## config.mk

```make
export PLATFORM = sky130hd
export DESIGN_NAME = icache_ctrl
export DESIGN_NICKNAME = d
export VERILOG_FILES = /design/src/rtl/icache_ctrl_pkg.sv /design/src/rtl/icache_data_array.sv /design/src/rtl/icache_ctrl.sv
export SDC_FILE = /design/constraint.sdc
export NUM_CORES = 2
export LEC_CHECK = 0
export CAP_MARGIN = 20
export CORE_MARGIN = 5
export CORE_UTILIZATION = 35
export CTS_CLUSTER_SIZE = 28
export DETAILED_ROUTE_END_ITERATION = 7
export PLACE_DENSITY_LB_ADDON = 0.08
export RECOVER_POWER = 100
export REMOVE_ABC_BUFFERS = 1
export SKIP_CTS_REPAIR_TIMING = 1
export SLEW_MARGIN = 15
export SYNTH_ARGS = -nofsm -noshare
export SYNTH_HDL_FRONTEND = slang
export SYNTH_MEMORY_MAX_BITS = 65536
export SYNTH_SLANG_ARGS = --single-unit
export TNS_END_PERCENT = 5
```

## constraint.sdc

```tcl
create_clock -name clk -period 7.4 [get_ports clk]
set_input_delay 0.74 -clock clk [delete_from_list [all_inputs] [get_ports clk]]
set_output_delay 0.74 -clock clk [all_outputs]
set_load 0.05 [all_outputs]
```

## src/rtl/icache_ctrl_pkg.sv

```systemverilog
// rtl/icache_ctrl_pkg.sv - shared constants, state encoding and field helpers for the instruction cache
package icache_ctrl_pkg;

  localparam int ADDR_W             = 16;
  localparam int WORD_W             = 16;
  localparam int DEF_NUM_SETS       = 32;
  localparam int DEF_WORDS_PER_LINE = 8;

  typedef enum logic {
    ST_IDLE = 1'b0,
    ST_FILL = 1'b1
  } state_t;

  // Tag takes whatever is left above the index, offset and byte-select bit.
  function automatic int tag_width(input int sets, input int words);
    return ADDR_W - 1 - $clog2(words) - $clog2(sets);
  endfunction

endpackage

```

## src/rtl/icache_data_array.sv

```systemverilog
// rtl/icache_data_array.sv - cache word storage, combinational read port and one synchronous write port
module icache_data_array
  import icache_ctrl_pkg::*;
#(
  parameter int NUM_SETS       = DEF_NUM_SETS,
  parameter int WORDS_PER_LINE = DEF_WORDS_PER_LINE,
  localparam int IDX_W         = $clog2(NUM_SETS),
  localparam int OFF_W         = $clog2(WORDS_PER_LINE)
) (
  input  logic              clk,
  input  logic [IDX_W-1:0]  rd_index,
  input  logic [OFF_W-1:0]  rd_offset,
  output logic [WORD_W-1:0] rd_data,
  input  logic              wr_en,
  input  logic [IDX_W-1:0]  wr_index,
  input  logic [OFF_W-1:0]  wr_offset,
  input  logic [WORD_W-1:0] wr_data
);

  logic [WORD_W-1:0] mem [NUM_SETS*WORDS_PER_LINE];

  assign rd_data = mem[{rd_index, rd_offset}];

  always_ff @(posedge clk) begin
    if (wr_en) begin
      mem[{wr_index, wr_offset}] <= wr_data;
    end
  end

endmodule

```

## src/rtl/icache_ctrl.sv

```systemverilog
// rtl/icache_ctrl.sv - direct-mapped instruction cache controller with blocking line fill
module icache_ctrl
  import icache_ctrl_pkg::*;
#(
  parameter int NUM_SETS       = DEF_NUM_SETS,
  parameter int WORDS_PER_LINE = DEF_WORDS_PER_LINE
) (
  input  logic              clk,
  input  logic              rst,
  input  logic [ADDR_W-1:0] fetch_addr,
  input  logic              fetch_en,
  output logic [WORD_W-1:0] instruction,
  output logic              stall,
  output logic              mem_rd,
  output logic [ADDR_W-1:0] mem_addr,
  input  logic [WORD_W-1:0] mem_data,
  input  logic              mem_valid
);

  localparam int OFF_W  = $clog2(WORDS_PER_LINE);
  localparam int IDX_W  = $clog2(NUM_SETS);
  localparam int TAG_W  = tag_width(NUM_SETS, WORDS_PER_LINE);
  localparam int IDX_LO = OFF_W + 1;
  localparam int TAG_LO = IDX_LO + IDX_W;

  logic [OFF_W-1:0]  offset;
  logic [IDX_W-1:0]  index;
  logic [TAG_W-1:0]  tag;
  logic              unused_byte_sel;

  state_t            state, state_n;
  logic [NUM_SETS-1:0] valid;
  logic [TAG_W-1:0]  tag_mem [NUM_SETS];
  logic [ADDR_W-1:0] base_addr;
  logic [OFF_W-1:0]  fill_cnt;
  logic [IDX_W-1:0]  fill_index;
  logic [TAG_W-1:0]  fill_tag;

  logic              hit;
  logic              fill_start;
  logic              word_accept;
  logic              fill_done;
  logic [WORD_W-1:0] rd_word;

  assign offset          = fetch_addr[IDX_LO-1:1];
  assign index           = fetch_addr[TAG_LO-1:IDX_LO];
  assign tag             = fetch_addr[ADDR_W-1:TAG_LO];
  assign unused_byte_sel = fetch_addr[0];

  // The fill always targets the latched line, never the live fetch address.
  assign fill_index = base_addr[TAG_LO-1:IDX_LO];
  assign fill_tag   = base_addr[ADDR_W-1:TAG_LO];

  assign hit      = valid[index] && (tag_mem[index] == tag);
  assign mem_rd   = (state == ST_FILL);
  assign mem_addr = base_addr;

  icache_data_array #(
    .NUM_SETS       (NUM_SETS),
    .WORDS_PER_LINE (WORDS_PER_LINE)
  ) u_data_array (
    .clk       (clk),
    .rd_index  (index),
    .rd_offset (offset),
    .rd_data   (rd_word),
    .wr_en     (word_accept),
    .wr_index  (fill_index),
    .wr_offset (fill_cnt),
    .wr_data   (mem_data)
  );

  always_comb begin
    state_n     = state;
    instruction = '0;
    stall       = 1'b0;
    fill_start  = 1'b0;
    word_accept = 1'b0;
    fill_done   = 1'b0;
    case (state)
      ST_IDLE: begin
        if (fetch_en) begin
          if (hit) begin
            instruction = rd_word;
          end else begin
            stall      = 1'b1;
            fill_start = 1'b1;
            state_n    = ST_FILL;
          end
        end
      end
      ST_FILL: begin
        stall = 1'b1;
        if (mem_valid) begin
          word_accept = 1'b1;
          if (fill_cnt == OFF_W'(WORDS_PER_LINE - 1)) begin
            fill_done = 1'b1;
            state_n   = ST_IDLE;
          end
        end
      end
      default: state_n = ST_IDLE;
    endcase
  end

  always_ff @(posedge clk) begin
    if (rst) begin
      state     <= ST_IDLE;
      valid     <= '0;
      fill_cnt  <= '0;
      base_addr <= '0;
    end else begin
      state <= state_n;
      // Dropping the victim at miss time keeps a half-written line from ever hitting.
      if (fill_start) begin
        base_addr    <= {fetch_addr[ADDR_W-1:IDX_LO], {IDX_LO{1'b0}}};
        valid[index] <= 1'b0;
      end
      if (word_accept) begin
        fill_cnt <= fill_done ? '0 : fill_cnt + OFF_W'(1);
      end
      if (fill_done) begin
        valid[fill_index] <= 1'b1;
      end
    end
  end

  always_ff @(posedge clk) begin
    if (fill_done) begin
      tag_mem[fill_index] <= fill_tag;
    end
  end

endmodule

```

==> impl_metrics.csv <==
group,metric,value,unit
critical_path,rr_worst_depth,5,
pwr,p_per_area,274,mW/mm^2
placed_design,place.gp.congestion,0.800,
route,routed_via_density,5.37,
finish,nets,7680,
clocking,cts_max_path_buffers,4,
outcome,violations,"capacitance limit, slew limit",
timing,fmax,152,MHz
pwr,pwr-share-seq,0.514,
finish,area_growth,15.3,%
pwr,cellLeakagePower,59.3,nW
yosys,synth_area_per_cell,23.8,sq um
floorplan,boundaryPins,70,
critical_path,crit_buf_inv,2,
placed_design,io_buffer_count,64,
clocking,cts_sinks,4368,
yosys,netlist_area,0.168,sq mm
floorplan,fp.dieArea,0.493,sq mm
yosys,synth_area_leaders,"edfxtp_1, mux4_2, mux2i_1",
critical_path,crit_chain,"dlygate4sd3_1, nand4bb_1, o22ai_1, or4_1, or3_1, a22oi_1, and4_1, nand2_4, nor2_1, clkbuf_1",
clocking,clock_latency,1.00,ns
clocking,path_clk_slew,0.06,ns
finish,fin_util,0.405,
hold_path,hp-start,"fetch_addr[13]",
critical_path,critPathSlowestCell,"dlygate4sd3_1",
hold_path,worstHoldPathType,"input port to flop",
critical_path,r2r_end,"u_data_array.mem[27][2]",
route,drtPass1Iterations,6,
outcome,status,"finished, violations left",
yosys,syn_inst,7059,
floorplan,rows,254,
timing,fin_crit,6.60,ns
clocking,numCtsBuffers,470,
route,drc,0,
critical_path,path_max_fanout,25,
global_route,grt_pass1_wl,668,mm
placed_design,dp_hpwl,282,mm
yosys,async_flop_share,0,
finish,layout_commonest_cell,"edfxtp_1",
critical_path,reg2reg_slack,1.01,ns
global_route,grt_max_degree,190,
clocking,tritoncts,"built",
route,drt-initial-drc-count,7391,
floorplan,start_util,0.351,
hold_path,hold_end,"mem_addr[13]",
placed_design,pre_cts_ws,1.31,ns
yosys,yosys_register_bits,4368,
timing,finalCritPeriodShare,0.891,
finish,drive_above_1_share,0.292,
route,final_antenna_net_count,0,
global_route,grt_pass1_vias,80220,
floorplan,fp.dieW,702,microns
timing,fin_setup_tns,0,ns
critical_path,critPathKind,"input port to output port",
floorplan,die_h,702,microns
timing,tightest_slew,7.03,ns
job,drv_cap,121,
finish,fillers,42157,
yosys,yosysTopAreaCellShare,0.774,
route,drt-total-wl,485,mm
yosys,synth_edf_count,4320,
timing,worst_slack,0.805,ns
pwr,netSwitchingFraction,0.214,
critical_path,endpoint_kind,"output port",
finish,seq_area,0.131,sq mm
finish,multi_input_area,0.0356,sq mm
global_route,track_usage,0.194,
yosys,synth.distinct_cells,42,
yosys,yosysWarnings,0,
timing,rsz0062_at_grt,"no",
pwr,pwr-share-comb,0.048,
timing,slew_headroom,-3.68,
yosys,synth_seq_area_share,0.779,
hold_path,whs_path_depth,3,
yosys,yosysTopAreaCell,"edfxtp_1",
clocking,root_buffer,"clkbuf_16",
pwr,p_clk_frac,0.438,
critical_path,crit_path_start_kind,"input port",
critical_path,arrival,5.86,ns
timing,finalHoldViolations,0,
route,vias,77577,
clocking,clock_tree.htree_level_count,5,
timing,setup_viol,0,
critical_path,worst_path_largest_cell_delay,1.21,ns
global_route,grt_antenna_before_repair,37,
pwr,p_switching,0.0114,W
timing,skew,0.0553,ns
timing,maxSlewViolCount,4154,
global_route,overflow,0,
critical_path,cp_top_family,"simple AND/OR/NAND/NOR gates",
critical_path,r2r_start,"fill_cnt[2]",
route,post_drt_wl_per_cell,33.5,microns
pwr,p_int,0.0417,W
pwr,peakVddDrop,0.208,mV
yosys,synth-main-ff-cell,"edfxtp_1",
finish,most-common-layout-cells,"edfxtp_1, mux4_2, clkbuf_16, clkbuf_1, mux2i_1",
critical_path,worstPathRequired,6.66,ns
floorplan,core,0.478,sq mm
## tightest hold or removal path, stage by stage
cell	delay, ns
clkdlybuf4s50_1	0.48
nand3b_1	0.12
a21oi_1	0.06
## worst max path at each step
stage                             start                   endpoint  cells past startpoint
after detailed placement  fetch_addr[7]             instruction[0]                     10
after floorplan           fetch_addr[4]             instruction[0]                      8
after CTS                 fetch_addr[7]             instruction[0]                     10
after global routing       mem_data[12]  u_data_array.mem[154][12]                      2
final                     fetch_addr[7]             instruction[5]                     10
after global placement    fetch_addr[7]             instruction[3]                     10
## power by group through the flow
stage | registers (W) | clock network [W] | logic (W)
CTS | 0.0272 | 0.0238 | 0.00267
global route | 0.0273 | 0.0249 | 0.00273
finish | 0.0273 | 0.0232 | 0.00257
floorplan | 0.0278 | 0 | 0.000955
global placement | 0.0277 | 0 | 0.00263
detailed placement | 0.0277 | 0 | 0.00267
## synth_stat cells (31+ instances only)
master,number
edfxtp_1,4320
mux4_2,1288
nor2_1,278
clkbuf_1,250
mux2i_1,240
buf_1,98
a22oi_1,65
nand2_1,64
o22ai_1,56
dfxtp_1,48
a21oi_1,45
buf_2,41
o21ai_0,39
inv_1,36
or2_2,31
## kinds of logic (layout without fill, tap and decap cells)
kind of cell / after synthesis / in the layout / share of synthesized area
adders and majority gates: 5 / 5 / 0.000373
buffers and inverters: 445 / 1422 / 0.0108
and+or+nand+nor: 490 / 490 / 0.0138
AOI/OAI and AO/OA: 222 / 222 / 0.00839
other: 1 / 23 / 0.0000224
DFF: 4368 / 4368 / 0.779
muxes: 1528 / 1528 / 0.187
## routing by layer
| layer | GRT usage | wire length, microns | vias up |
|---|---|---|---|
| li1 | - | - | 31546 |
| met4 | 0.0356 | 10600 | 2 |
| met2 | 0.323 | 238000 | 2179 |
| met3 | 0.0325 | 28900 | 584 |
| met5 | 0 | 11 | - |
| met1 | 0.272 | 208000 | 43266 |
## sequential cells by signal, indices dropped and copies added, names as in the netlist
| signal | count |
|---|---|
| u_data_array.mem | 4096 |
| mem_rd | 1 |
| fill_cnt | 3 |
| mem_addr | 12 |
| valid | 32 |
| tag_mem | 224 |
## cell type report
class                   count  area share
repair buffers            514      0.0193
multi-input cells        2249       0.184
clock inverters           280      0.0136
well taps                6400      0.0414
flip-flops and latches   4368       0.676
clock buffers             592      0.0650
inverters                  36    0.000699
diodes                     19    0.000246
## metrics by stage
| stage | power, W | area, sq um | cells | hold slack, ns |
|---|---|---|---|---|
| 2_1_floorplan | 0.0287 | 166000 | 6653 | 0.437 |
| 3_3_place_gp | 0.0304 | 180000 | 13545 | 0.451 |
| 3_5_place_dp | 0.0304 | 180000 | 13556 | 0.457 |
| 4_1_cts | 0.0537 | 195000 | 14428 | 0.108 |
| 5_1_grt | 0.0549 | 193000 | 14443 | 0.399 |
| 6_report | 0.0531 | 193000 | 14458 | 0.451 |
Note: power is estimated with default switching activity, not from simulation.
